File: config.mk
export PLATFORM = sky130hd
export DESIGN_NAME = uart_tx_fifo_flat
export DESIGN_NICKNAME = d
export VERILOG_FILES = /design/src/rtl/uart_tx_fifo_if.sv /design/src/rtl/uart_tx_fifo.sv /design/src/flat_wrapper.sv
export SDC_FILE = /design/constraint.sdc
export NUM_CORES = 1
export LEC_CHECK = 0
export ABC_AREA = 1
export CAP_MARGIN = 10
export CORE_ASPECT_RATIO = 1.4
export CORE_UTILIZATION = 40
export DETAILED_ROUTE_END_ITERATION = 6
export DONT_BUFFER_PORTS = 1
export SKIP_CTS_REPAIR_TIMING = 1
export SLEW_MARGIN = 20
export SYNTH_ARGS = -nofsm -noshare
export SYNTH_HDL_FRONTEND = slang
export SYNTH_SLANG_ARGS = --single-unit
File: constraint.sdc
create_clock -name i_Clock -period 3.55 [get_ports i_Clock]
set_input_delay 0.1775 -clock i_Clock [delete_from_list [all_inputs] [get_ports i_Clock]]
set_output_delay 0.1775 -clock i_Clock [all_outputs]
set_load 0.01 [all_outputs]
File: src/rtl/uart_tx_fifo_if.sv
// uart_tx_fifo_if: byte write handshake and serial-line status of the buffered UART transmitter.
interface uart_tx_fifo_if;
    logic       i_Tx_DV;
    logic [7:0] i_Tx_Byte;
    logic       o_Tx_Ready;
    logic       o_Tx_Active;
    logic       o_Tx_Serial;
    logic       o_Tx_Done;
    logic       o_Overflow;
    modport master (output i_Tx_DV, i_Tx_Byte,
                    input  o_Tx_Ready, o_Tx_Active, o_Tx_Serial, o_Tx_Done, o_Overflow);
    modport slave  (input  i_Tx_DV, i_Tx_Byte,
                    output o_Tx_Ready, o_Tx_Active, o_Tx_Serial, o_Tx_Done, o_Overflow);
endinterface

File: src/rtl/uart_tx_fifo.sv
// uart_tx_fifo: 8N1 UART transmitter fed by a small byte FIFO, sending back-to-back frames.
module uart_tx_fifo #(
    parameter int CLKS_PER_BIT = 5208,
    parameter int FIFO_DEPTH   = 4
) (
    input logic           i_Clock,
    input logic           i_Reset,
    uart_tx_fifo_if.slave tx
);
    localparam int AW = $clog2(FIFO_DEPTH);
    localparam int CW = $clog2(CLKS_PER_BIT);
    typedef enum logic [1:0] {IDLE, START, DATA, STOP} state_t;
    state_t        state;
    logic [7:0]    mem [FIFO_DEPTH];
    logic [AW-1:0] wr_ptr, rd_ptr;
    logic [AW:0]   count;
    logic [CW-1:0] cnt;
    logic [2:0]    idx;
    logic [7:0]    data;
    logic          serial, active, done, ovf;
    logic          full, wr, bit_end, pop;
    // Fullness is judged before any pop on the same edge, so a write to a full FIFO is always dropped.
    assign full    = count == (AW+1)'(FIFO_DEPTH);
    assign wr      = tx.i_Tx_DV && !full;
    assign bit_end = cnt == CW'(CLKS_PER_BIT - 1);
    assign pop     = count != 0 && (state == IDLE || (state == STOP && bit_end));
    assign tx.o_Tx_Ready  = !full;
    assign tx.o_Tx_Active = active;
    assign tx.o_Tx_Serial = serial;
    assign tx.o_Tx_Done   = done;
    assign tx.o_Overflow  = ovf;
    always_ff @(posedge i_Clock) begin
        if (wr) mem[wr_ptr] <= tx.i_Tx_Byte;
    end
    always_ff @(posedge i_Clock or posedge i_Reset) begin
        if (i_Reset) begin
            state  <= IDLE;
            wr_ptr <= '0;
            rd_ptr <= '0;
            count  <= '0;
            cnt    <= '0;
            idx    <= '0;
            data   <= '0;
            serial <= 1'b1;
            active <= 1'b0;
            done   <= 1'b0;
            ovf    <= 1'b0;
        end else begin
            done   <= 1'b0;
            ovf    <= tx.i_Tx_DV && full;
            wr_ptr <= wr ? wr_ptr + AW'(1) : wr_ptr;
            rd_ptr <= pop ? rd_ptr + AW'(1) : rd_ptr;
            count  <= count + (AW+1)'(wr) - (AW+1)'(pop);
            cnt    <= (state == IDLE || bit_end) ? '0 : cnt + CW'(1);
            case (state)
                IDLE: if (pop) begin
                    state  <= START;
                    data   <= mem[rd_ptr];
                    serial <= 1'b0;
                    active <= 1'b1;
                end
                START: if (bit_end) begin
                    state  <= DATA;
                    idx    <= '0;
                    serial <= data[0];
                end
                DATA: if (bit_end) begin
                    if (idx == 3'd7) begin
                        state  <= STOP;
                        idx    <= '0;
                        serial <= 1'b1;
                    end else begin
                        idx    <= idx + 3'd1;
                        serial <= data[idx + 3'd1];
                    end
                end
                STOP: if (bit_end) begin
                    done <= 1'b1;
                    if (pop) begin
                        state  <= START;
                        data   <= mem[rd_ptr];
                        serial <= 1'b0;
                    end else begin
                        state  <= IDLE;
                        active <= 1'b0;
                    end
                end
                default: state <= IDLE;
            endcase
        end
    end
endmodule

File: src/flat_wrapper.sv
// flat-port wrapper written by rule: the top's interface ports become plain ports
module uart_tx_fifo_flat 
#(
    parameter int CLKS_PER_BIT = 5208,
    parameter int FIFO_DEPTH   = 4
)
  (i_Clock, i_Reset, tx_i_Tx_DV, tx_i_Tx_Byte, tx_o_Tx_Ready, tx_o_Tx_Active, tx_o_Tx_Serial, tx_o_Tx_Done, tx_o_Overflow);
  uart_tx_fifo_if tx_i ();
  input logic i_Clock;
  input logic i_Reset;
  input wire logic [$bits(tx_i.i_Tx_DV)-1:0] tx_i_Tx_DV;
  input wire logic [$bits(tx_i.i_Tx_Byte)-1:0] tx_i_Tx_Byte;
  output wire logic [$bits(tx_i.o_Tx_Ready)-1:0] tx_o_Tx_Ready;
  output wire logic [$bits(tx_i.o_Tx_Active)-1:0] tx_o_Tx_Active;
  output wire logic [$bits(tx_i.o_Tx_Serial)-1:0] tx_o_Tx_Serial;
  output wire logic [$bits(tx_i.o_Tx_Done)-1:0] tx_o_Tx_Done;
  output wire logic [$bits(tx_i.o_Overflow)-1:0] tx_o_Overflow;
  assign tx_i.i_Tx_DV = tx_i_Tx_DV;
  assign tx_i.i_Tx_Byte = tx_i_Tx_Byte;
  assign tx_o_Tx_Ready = tx_i.o_Tx_Ready;
  assign tx_o_Tx_Active = tx_i.o_Tx_Active;
  assign tx_o_Tx_Serial = tx_i.o_Tx_Serial;
  assign tx_o_Tx_Done = tx_i.o_Tx_Done;
  assign tx_o_Overflow = tx_i.o_Overflow;
  uart_tx_fifo #(.CLKS_PER_BIT(CLKS_PER_BIT), .FIFO_DEPTH(FIFO_DEPTH)) u_core (.i_Clock(i_Clock), .i_Reset(i_Reset), .tx(tx_i));
endmodule
==> results.json, run 1 <==
{
  "worst_slew_pin_slew_ns": 0.892,
  "synth_edf_count": 32,
  "final_hold_viol_count": 0,
  "row_count": 38,
  "detail_route.wirelength_um": 6020,
  "worst-endpoint-required_ns": 3.78,
  "setup-tns-final_ns": 0,
  "power.combinational.fraction_pct": 36.8,
  "place_inst": 430,
  "first_pass_grt_wire_length_um": 10400,
  "setup_viol": 0,
  "critical_path.endpoint_type": "flip-flop",
  "effective_utilization_at_floorplan_pct": 41.8,
  "syn-cell-area_um2": 3300,
  "global_route_usage_over_all_layers_pct": 16.3,
  "clock_insertion_delay_worst_skew_ns": 0.36,
  "postSynth.topFlopCell": "sky130_fd_sc_hd__dfrtp_1",
  "design.die.area_um2": 8620,
  "cts.path.max_buffers": 2,
  "path_cells": "inv_1, ha_1, inv_1, a21oi_2, buf_4, nand2_4, inv_2, ha_1, inv_1, ha_1, fa_1, xor2_1",
  "timing.max_slew.rel_slack_pct": 40.4,
  "drv_cap": 0,
  "power.internal_mw": 1.68,
  "outcome": "finished clean",
  "cp.arrival_ns": 2.73,
  "drive_above_1_share_pct": 13.5,
  "clockPowerShare_pct": 20.7,
  "htreeDepth": 3,
  "synth-seq-area-share_pct": 57.2,
  "num_antenna_cells": 0,
  "fillers": 780,
  "num-nets-final": 377,
  "yosys_warnings": 0,
  "worst_ir_drop_vdd_mv": 0.377,
  "min_tclk_post_route_ns": 2.50,
  "detail_route.drc_violations": 0,
  "most-common-layout-cells": "sky130_fd_sc_hd__nand2_1 (66), sky130_fd_sc_hd__inv_1 (36), sky130_fd_sc_hd__dfrtp_1 (36), sky130_fd_sc_hd__nor2_1 (35), sky130_fd_sc_hd__edfxtp_1 (32)",
  "count_of_mapped_cells_out_of_synthesis": 335,
  "cts_buffers": 9,
  "timing.final.crit_share_pct": 70.4,
  "setup_repair_after_global_routing_missed_its_margin": "no",
  "multi_input_area_um2": 1200,
  "critical_path.reg2reg.startpoint": "u_core.state[0]",
  "antenna_found_initial": 0,
  "pre_cts_slack_ns": 1.08,
  "ys_seq_elements": 69,
  "critical_path.startpoint": "u_core.state[0]",
  "dieWidth_um": 78.8,
  "worst_setup_path_start_kind": "flip-flop",
  "die_height_um": 109,
  "leakage_nw": 1.57,
  "postSynthNetCount": 361,
  "synth.distinct_cells": 33,
  "fmax_mhz": 400,
  "postLayoutSetupSlackWorst_ns": 1.05,
  "drt_iter0_markers": 111,
  "clock-root-buffer": "sky130_fd_sc_hd__clkbuf_8",
  "layout.cells.non_filler": 456,
  "hold-worst-slack_ns": 0.129,
  "final_common_cell": "sky130_fd_sc_hd__nand2_1",
  "criticalPathCategory": "flip-flop to flip-flop",
  "final-seq-area_um2": 1890,
  "area_delta_synth_final_pct": 11.1,
  "crit_path_top_delay_cell": "sky130_fd_sc_hd__dfrtp_1",
  "post-dp-hpwl_um": 4190,
  "power_switching_share_pct": 41.0,
  "cts_tree": "done",
  "total_vias_in_the_final_route": 2268,
  "wl_per_cell_um": 13.2,
  "clk_transition_reported_paths_ns": 0.08,
  "floorplan.io_pins": 16,
  "grt_pass1_vias": 2260,
  "holdCritPathClass": "input pin to flip-flop",
  "timing.final.max_slew_violations": 0,
  "synth.avg_cell_area_um2": 9.85,
  "fin_skew_ns": 0.0112,
  "floorplan.core_area_um2": 7890,
  "globalRoute.totalOverflow": 0,
  "hold_path.startpoint": "tx_i_Tx_DV",
  "viasPerCell": 4.97,
  "place.port_buffers": 0,
  "pwr-share-seq_pct": 42.5,
  "grt_max_degree": 24,
  "p_total_mw": 2.85,
  "power_switching_mw": 1.17,
  "share_of_flip_flops_with_an_asynchronous_set_or_reset_pct": 53.6,
  "routabilityCongestion": 0.785,
  "power_per_cell_area_nw_per_um2": 778,
  "detailedRoute.firstPassIterationCount": 4,
  "postRouteAntennaNets": 0,
  "cts.sinks": 69,
  "crit_fanout": 11,
  "slowest_stage_delay_on_critical_path_ns": 0.42
}
==> path summary, 6_finish.rpt <==
check                                         to  slack, ns  depth (start not counted)
min in group asynchronous        u_core.state[1]       0.45                          2
setup reg to reg                 u_core.count[2]       1.05                         12
setup / recovery                 u_core.count[2]       1.05                         12
hold / removal                  u_core.wr_ptr[0]       0.13                          2
max in group asynchronous  u_core.tx.o_Tx_Serial       2.30                          3
hold reg to reg                    u_core.cnt[0]       0.47                          1
==> registers in the layout, summed over array words and instances (netlist names) <==
register / count
u_core.data: 8
u_core.tx.o_Tx_Active: 1
u_core.mem: 32
u_core.state: 2
u_core.tx.o_Overflow: 1
u_core.rd_ptr: 2
u_core.tx.o_Tx_Serial: 1
u_core.count: 3
u_core.tx.o_Tx_Done: 1
u_core.idx: 3
u_core.wr_ptr: 2
u_core.cnt: 13
==> worst max-delay path: cells and delay by family (launching register included) <==
kind / cells / cell delay (ns)
AO/OA/AOI/OAI: 1 / 0.08
buffers and inverters: 5 / 0.50
AND/OR/NAND/NOR: 1 / 0.10
adder cells (fa/ha/maj): 4 / 1.10
XOR/XNOR: 1 / 0.17
flip-flops: 1 / 0.42
==> through the flow <==
stage	instance area (µm²)	utilization, %
finish	3670	46.4
global route	3670	46.4
CTS	3570	45.2
detailed placement	3390	42.9
global placement	3390	42.9
floorplan	3300	-
==> logic make-up (layout without fill, tap and decap cells) <==
logic type / after synthesis / after routing / synth area share (%)
compound gates: 41 / 41 / 6.94
xor+xnor: 4 / 4 / 1.06
fa+ha+maj: 15 / 15 / 5.91
buf+inv: 50 / 71 / 6.56
flops: 69 / 69 / 57.2
simple gates: 156 / 156 / 22.3
==> cell type report <==
cell class | count | area share (%)
Clock inverter | 7 | 1.54
Tap cell | 100 | 3.41
Inverter | 43 | 4.40
Sequential cell | 69 | 51.5
Clock buffer | 9 | 3.38
Multi-Input combinational cell | 216 | 32.6
Timing Repair Buffer | 12 | 3.14
==> metal layers <==
layer | global-route usage, % | part of all wire, %
met5 | 0 | 0
met4 | 10.4 | 3.7
met3 | 5.31 | 4.0
met2 | 26.5 | 50
met1 | 18.3 | 43
==> cells in the mapped netlist, types with 3 or more instances <==
cell type / instances / share of area, %
sky130_fd_sc_hd__nor2_2: 7 / 1.3
sky130_fd_sc_hd__nand3_1: 25 / 3.8
sky130_fd_sc_hd__dfrtp_1: 36 / 27
sky130_fd_sc_hd__edfxtp_1: 32 / 29
sky130_fd_sc_hd__ha_1: 14 / 5.3
sky130_fd_sc_hd__o21ai_1: 4 / 0.61
sky130_fd_sc_hd__nor3_1: 8 / 1.2
sky130_fd_sc_hd__a21oi_1: 5 / 0.76
sky130_fd_sc_hd__xor2_1: 3 / 0.80
sky130_fd_sc_hd__nor2_1: 35 / 4.0
sky130_fd_sc_hd__nor3_2: 4 / 1.2
sky130_fd_sc_hd__o21ai_0: 20 / 3.0
sky130_fd_sc_hd__nand2_1: 66 / 7.5
sky130_fd_sc_hd__nand2_2: 3 / 0.57
sky130_fd_sc_hd__buf_4: 3 / 0.68
sky130_fd_sc_hd__o22ai_1: 8 / 1.5
sky130_fd_sc_hd__inv_2: 6 / 0.68
sky130_fd_sc_hd__inv_1: 36 / 4.1
==> power groups by stage <==
stage          registers [mW]  logic (mW)  clock network (mW)
3_5_place_dp             1.23        1.04                   0
3_3_place_gp             1.22        1.03                   0
5_1_grt                  1.24        1.23               0.642
6_report                 1.21        1.05               0.591
4_1_cts                  1.21        1.05               0.605
2_1_floorplan            1.16       0.880                   0
(Power assumes the default switching activity.)
==> run 2, diff against run 1 <==
- clock period: 3.55 -> 2.4 ns (I/O delays scaled with it)
==> results.json, run 2 (synthesis gave the netlist of run 1 again) <==
{
  "drv_cap": 0,
  "setup_viol": 0,
  "effective_utilization_at_floorplan_pct": 41.8,
  "drive_above_1_share_pct": 14.9,
  "fmax_mhz": 437,
  "timing.final.crit_share_pct": 95.3,
  "p_total_mw": 4.29,
  "flip_flop_count_of_the_largest_register_all_copies_and_words_added": 32,
  "detail_route.drc_violations": 0,
  "postLayoutCoreUtil_pct": 47.3,
  "cts_tree": "done",
  "total_vias_in_the_final_route": 2207,
  "critical_path.reg2reg.startpoint": "u_core.cnt[0]",
  "die_height_um": 109,
  "drt_iter0_markers": 75,
  "globalRoute.totalOverflow": 0,
  "cts_buffers": 9,
  "cp.arrival_ns": 2.51,
  "fin_skew_ns": 0.00771,
  "critical_path.endpoint_type": "flip-flop",
  "routabilityCongestion": 0.785,
  "floorplan.core_area_um2": 7890,
  "critical_path.startpoint": "u_core.cnt[0]",
  "global_route_usage_over_all_layers_pct": 14.9,
  "first_pass_grt_wire_length_um": 9670,
  "cts.sinks": 69,
  "final_hold_viol_count": 0,
  "final_common_cell": "sky130_fd_sc_hd__nand2_1",
  "worst_slew_pin_slew_ns": 0.496,
  "grt_max_degree": 38,
  "htreeDepth": 3,
  "place_inst": 436,
  "area_delta_synth_final_pct": 13.2,
  "reg_top3": "u_core.mem (32), u_core.cnt (13), u_core.data (8)",
  "detailedRoute.firstPassIterationCount": 4,
  "clock-root-buffer": "sky130_fd_sc_hd__clkbuf_8",
  "layout.cells.non_filler": 463,
  "criticalPathCategory": "flip-flop to flip-flop",
  "clk_transition_reported_paths_ns": 0.07,
  "timing.max_slew.rel_slack_pct": 66.9,
  "leakage_nw": 1.61,
  "viasPerCell": 4.77,
  "min_tclk_post_route_ns": 2.29,
  "worst-endpoint-required_ns": 2.62,
  "worst_ir_drop_vdd_mv": 0.643,
  "dieWidth_um": 78.8,
  "holdCritPathClass": "input pin to flip-flop",
  "wl_per_cell_um": 12.3,
  "num_antenna_cells": 0,
  "worst_setup_path_start_kind": "flip-flop",
  "place.port_buffers": 0,
  "power_per_cell_area_nw_per_um2": 1150,
  "num-nets-final": 384,
  "postRouteAntennaNets": 0,
  "grt_pass1_vias": 2147,
  "timing.final.max_slew_violations": 0,
  "largest_register": "u_core.mem",
  "outcome": "finished clean",
  "hold_path.startpoint": "tx_i_Tx_DV",
  "cts.path.max_buffers": 2,
  "post-dp-hpwl_um": 3980,
  "row_count": 38,
  "antenna_found_initial": 0,
  "floorplan.io_pins": 16,
  "crit_fanout": 6,
  "detail_route.wirelength_um": 5680,
  "design.die.area_um2": 8620,
  "most-common-layout-cells": "sky130_fd_sc_hd__nand2_1 (66), sky130_fd_sc_hd__inv_1 (36), sky130_fd_sc_hd__dfrtp_1 (36), sky130_fd_sc_hd__nor2_1 (35), sky130_fd_sc_hd__edfxtp_1 (32)",
  "clock_insertion_delay_worst_skew_ns": 0.34
}
[run 2: cell type report]
type,instances,area [µm²]
timing repair buffer,19,168
tap,100,125
clock inverter,7,73.8
sequential,69,1890
multi-input combinational,216,1200
clock buffer,9,124
inverter,43,161
fill,779,4160
[run 2: path summary, 6_finish.rpt]
path | to | slack (ns) | depth (start not counted)
setup / recovery | u_core.count[2] | 0.11 | 12
hold / removal | u_core.wr_ptr[0] | 0.07 | 2
setup reg to reg | u_core.count[2] | 0.11 | 12
hold reg to reg | u_core.cnt[0] | 0.46 | 1
max in group asynchronous | u_core.tx.o_Tx_Serial | 1.70 | 3
min in group asynchronous | u_core.wr_ptr[0] | 0.35 | 3
[run 2: worst max-delay path, stage by stage (launching register included)]
cell	delay (ns)
sky130_fd_sc_hd__dfrtp_1	0.40
sky130_fd_sc_hd__ha_1	0.23
sky130_fd_sc_hd__nand2_2	0.12
sky130_fd_sc_hd__nor2_2	0.06
sky130_fd_sc_hd__nand3_4	0.12
sky130_fd_sc_hd__nand2_4	0.07
sky130_fd_sc_hd__nand2_4	0.08
sky130_fd_sc_hd__inv_2	0.04
sky130_fd_sc_hd__ha_1	0.26
sky130_fd_sc_hd__inv_1	0.04
sky130_fd_sc_hd__ha_1	0.18
sky130_fd_sc_hd__fa_1	0.40
sky130_fd_sc_hd__xor2_1	0.16
[run 2: layer usage]
layer	part of all wire, %	wire length [µm]	global-route usage (%)
met4	1.7	98	7.80
met3	3.2	181	4.32
met5	0	0	0
met2	50	2860	25.2
met1	45	2540	16.9
[run 2: power breakdown]
| part | internal [mW] | switching [mW] |
|---|---|---|
| Combinational | 0.587 | 1.02 |
| Sequential | 1.57 | 0.185 |
| Clock | 0.482 | 0.444 |
| Total | 2.63 | 1.65 |
[run 2: stage by stage]
step           hold slack (ns)  worst slack (ns)  area [µm²]   TNS (ns)
2_1_floorplan            0.219             0.182        3300          0
6_report                0.0714             0.112        3740          0
3_5_place_dp             0.155             0.115        3430          0
5_1_grt                 0.0932         -0.000977        3740  -0.000977
3_3_place_gp             0.148             0.146        3430          0
4_1_cts                 -0.220            0.0946        3630          0
==> run 3, diff against run 2 <==
- CELL_PAD_IN_SITES_DETAIL_PLACEMENT: not set -> 1
- CELL_PAD_IN_SITES_GLOBAL_PLACEMENT: not set -> 2
- CORE_MARGIN: not set -> 2
- PLACE_DENSITY_LB_ADDON: not set -> 0.1
==> results.json, run 3 (synthesis gave the netlist of run 1 again) <==
{
  "outcome": "finished clean",
  "worst_slew_pin_slew_ns": 0.515,
  "leakage_nw": 1.67,
  "num-nets-final": 385,
  "timing.max_slew.rel_slack_pct": 65.7,
  "criticalPathCategory": "flip-flop to flip-flop",
  "clock-root-buffer": "sky130_fd_sc_hd__clkbuf_16",
  "p_total_mw": 4.85,
  "holdCritPathClass": "input pin to flip-flop",
  "globalRoute.totalOverflow": 0,
  "floorplan.core_area_um2": 8100,
  "design.die.area_um2": 9000,
  "timing.final.crit_share_pct": 94.4,
  "wl_per_cell_um": 14.4,
  "critical_path.endpoint_type": "flip-flop",
  "place.port_buffers": 0,
  "detail_route.drc_violations": 0,
  "worst-endpoint-required_ns": 2.61,
  "detailedRoute.firstPassIterationCount": 4,
  "clockPowerShare_pct": 28.8,
  "drive_above_1_share_pct": 15.7,
  "most-common-layout-cells": "sky130_fd_sc_hd__nand2_1 (66), sky130_fd_sc_hd__nor2_1 (35), sky130_fd_sc_hd__inv_1 (35), sky130_fd_sc_hd__dfrtp_1 (35), sky130_fd_sc_hd__edfxtp_1 (32)",
  "drv_cap": 0,
  "worst_ir_drop_vdd_mv": 0.790,
  "power_switching_mw": 1.77,
  "effective_utilization_at_floorplan_pct": 40.7,
  "power_per_cell_area_nw_per_um2": 1250,
  "floorplan.io_pins": 16,
  "final_hold_viol_count": 0,
  "flip_flop_count_of_the_largest_register_all_copies_and_words_added": 32,
  "layout.cell_area.non_filler_um2": 3870,
  "largest_register": "u_core.mem",
  "multi_input_area_um2": 1210,
  "fin_skew_ns": 0.00571,
  "die_height_um": 111,
  "fillers": 935,
  "hold-worst-slack_ns": 0.0905,
  "reg_top3": "u_core.mem (32), u_core.cnt (13), u_core.data (8)",
  "final_common_cell": "sky130_fd_sc_hd__nand2_1",
  "routabilityCongestion": 0.775,
  "power_switching_share_pct": 36.5,
  "fmax_mhz": 442,
  "cts_buffers": 9,
  "clock_insertion_delay_worst_skew_ns": 0.33,
  "postRouteAntennaNets": 0,
  "htreeDepth": 3,
  "setup_repair_after_global_routing_missed_its_margin": "no",
  "setup-tns-final_ns": 0,
  "drt_iter0_markers": 45,
  "num_antenna_cells": 0,
  "setup_viol": 0,
  "min_tclk_post_route_ns": 2.26,
  "cts.path.max_buffers": 2,
  "clk_transition_reported_paths_ns": 0.06,
  "viasPerCell": 4.91,
  "dieWidth_um": 80.8,
  "first_pass_grt_wire_length_um": 11600,
  "area_delta_synth_final_pct": 17.4,
  "crit_fanout": 5,
  "post-dp-hpwl_um": 4920,
  "cts.sinks": 69,
  "post_dp_cell_area_um2": 3450,
  "cp.arrival_ns": 2.47,
  "worst_setup_path_start_kind": "flip-flop",
  "power.combinational.fraction_pct": 34.7,
  "global_route_usage_over_all_layers_pct": 16.9,
  "power.internal_mw": 3.08,
  "grt_max_degree": 38,
  "timing.final.max_slew_violations": 0,
  "pwr-share-seq_pct": 36.5,
  "antenna_found_initial": 0,
  "final-seq-area_um2": 1890,
  "cts_tree": "done",
  "row_count": 39,
  "detail_route.wirelength_um": 6700,
  "total_vias_in_the_final_route": 2290,
  "grt_pass1_vias": 2439
}
run 3: critical path, stage by stage, from the launching register on:
cell                      delay (ns)
sky130_fd_sc_hd__dfrtp_1        0.39
sky130_fd_sc_hd__ha_1           0.23
sky130_fd_sc_hd__nand2_2        0.12
sky130_fd_sc_hd__nor2_2         0.07
sky130_fd_sc_hd__nand3_4        0.08
sky130_fd_sc_hd__nand2_4        0.05
sky130_fd_sc_hd__nand2_4        0.08
sky130_fd_sc_hd__inv_2          0.04
sky130_fd_sc_hd__ha_1           0.26
sky130_fd_sc_hd__inv_1          0.04
sky130_fd_sc_hd__ha_1           0.19
sky130_fd_sc_hd__fa_1           0.42
sky130_fd_sc_hd__xor2_1         0.17
run 3: layout make-up:
type | instances | share of cell area (%)
Clock buffer | 9 | 5.81
Multi-Input combinational cell | 216 | 31.1
Tap cell | 102 | 3.29
Inverter | 43 | 4.17
Clock inverter | 7 | 2.29
Timing Repair Buffer | 20 | 4.52
Sequential cell | 69 | 48.8
run 3: through the flow:
| stage | utilization, % | worst slack, ns | instances |
|---|---|---|---|
| floorplan | - | 0.182 | 335 |
| global placement | 42.6 | 0.150 | 440 |
| detailed placement | 42.6 | 0.0342 | 440 |
| CTS | 46.4 | 0.0260 | 456 |
| global route | 47.8 | 0.00955 | 466 |
| finish | 47.8 | 0.135 | 466 |
run 3: power groups by stage:
stage	Sequential, mW	Clock (mW)	Combinational [mW]
3_3_place_gp	1.78	0	1.65
2_1_floorplan	1.72	0	1.30
4_1_cts	1.77	1.43	1.70
3_5_place_dp	1.79	0	1.69
5_1_grt	1.80	1.48	1.98
6_report	1.77	1.40	1.68
run 3: worst paths after layout:
kind                               start  slack (ns)              endpoint  depth (start not counted)
max                        u_core.cnt[0]        0.14       u_core.count[2]                         12
min                           tx_i_Tx_DV        0.09      u_core.wr_ptr[0]                          2
max reg2reg                u_core.cnt[0]        0.14       u_core.count[2]                         12
min reg2reg                u_core.cnt[0]        0.46         u_core.cnt[0]                          1
max in group asynchronous        i_Reset        1.66       u_core.state[0]                          3
min in group asynchronous        i_Reset        0.36  u_core.tx.o_Overflow                          3
run 3: metal layers:
metal / routed length [µm] / part of all wire, % / track usage (%)
met4: 150 / 2.2 / 8.14
met3: 123 / 1.8 / 3.16
met1: 2850 / 43 / 20.0
met5: 0 / 0 / 0
met2: 3570 / 53 / 29.1
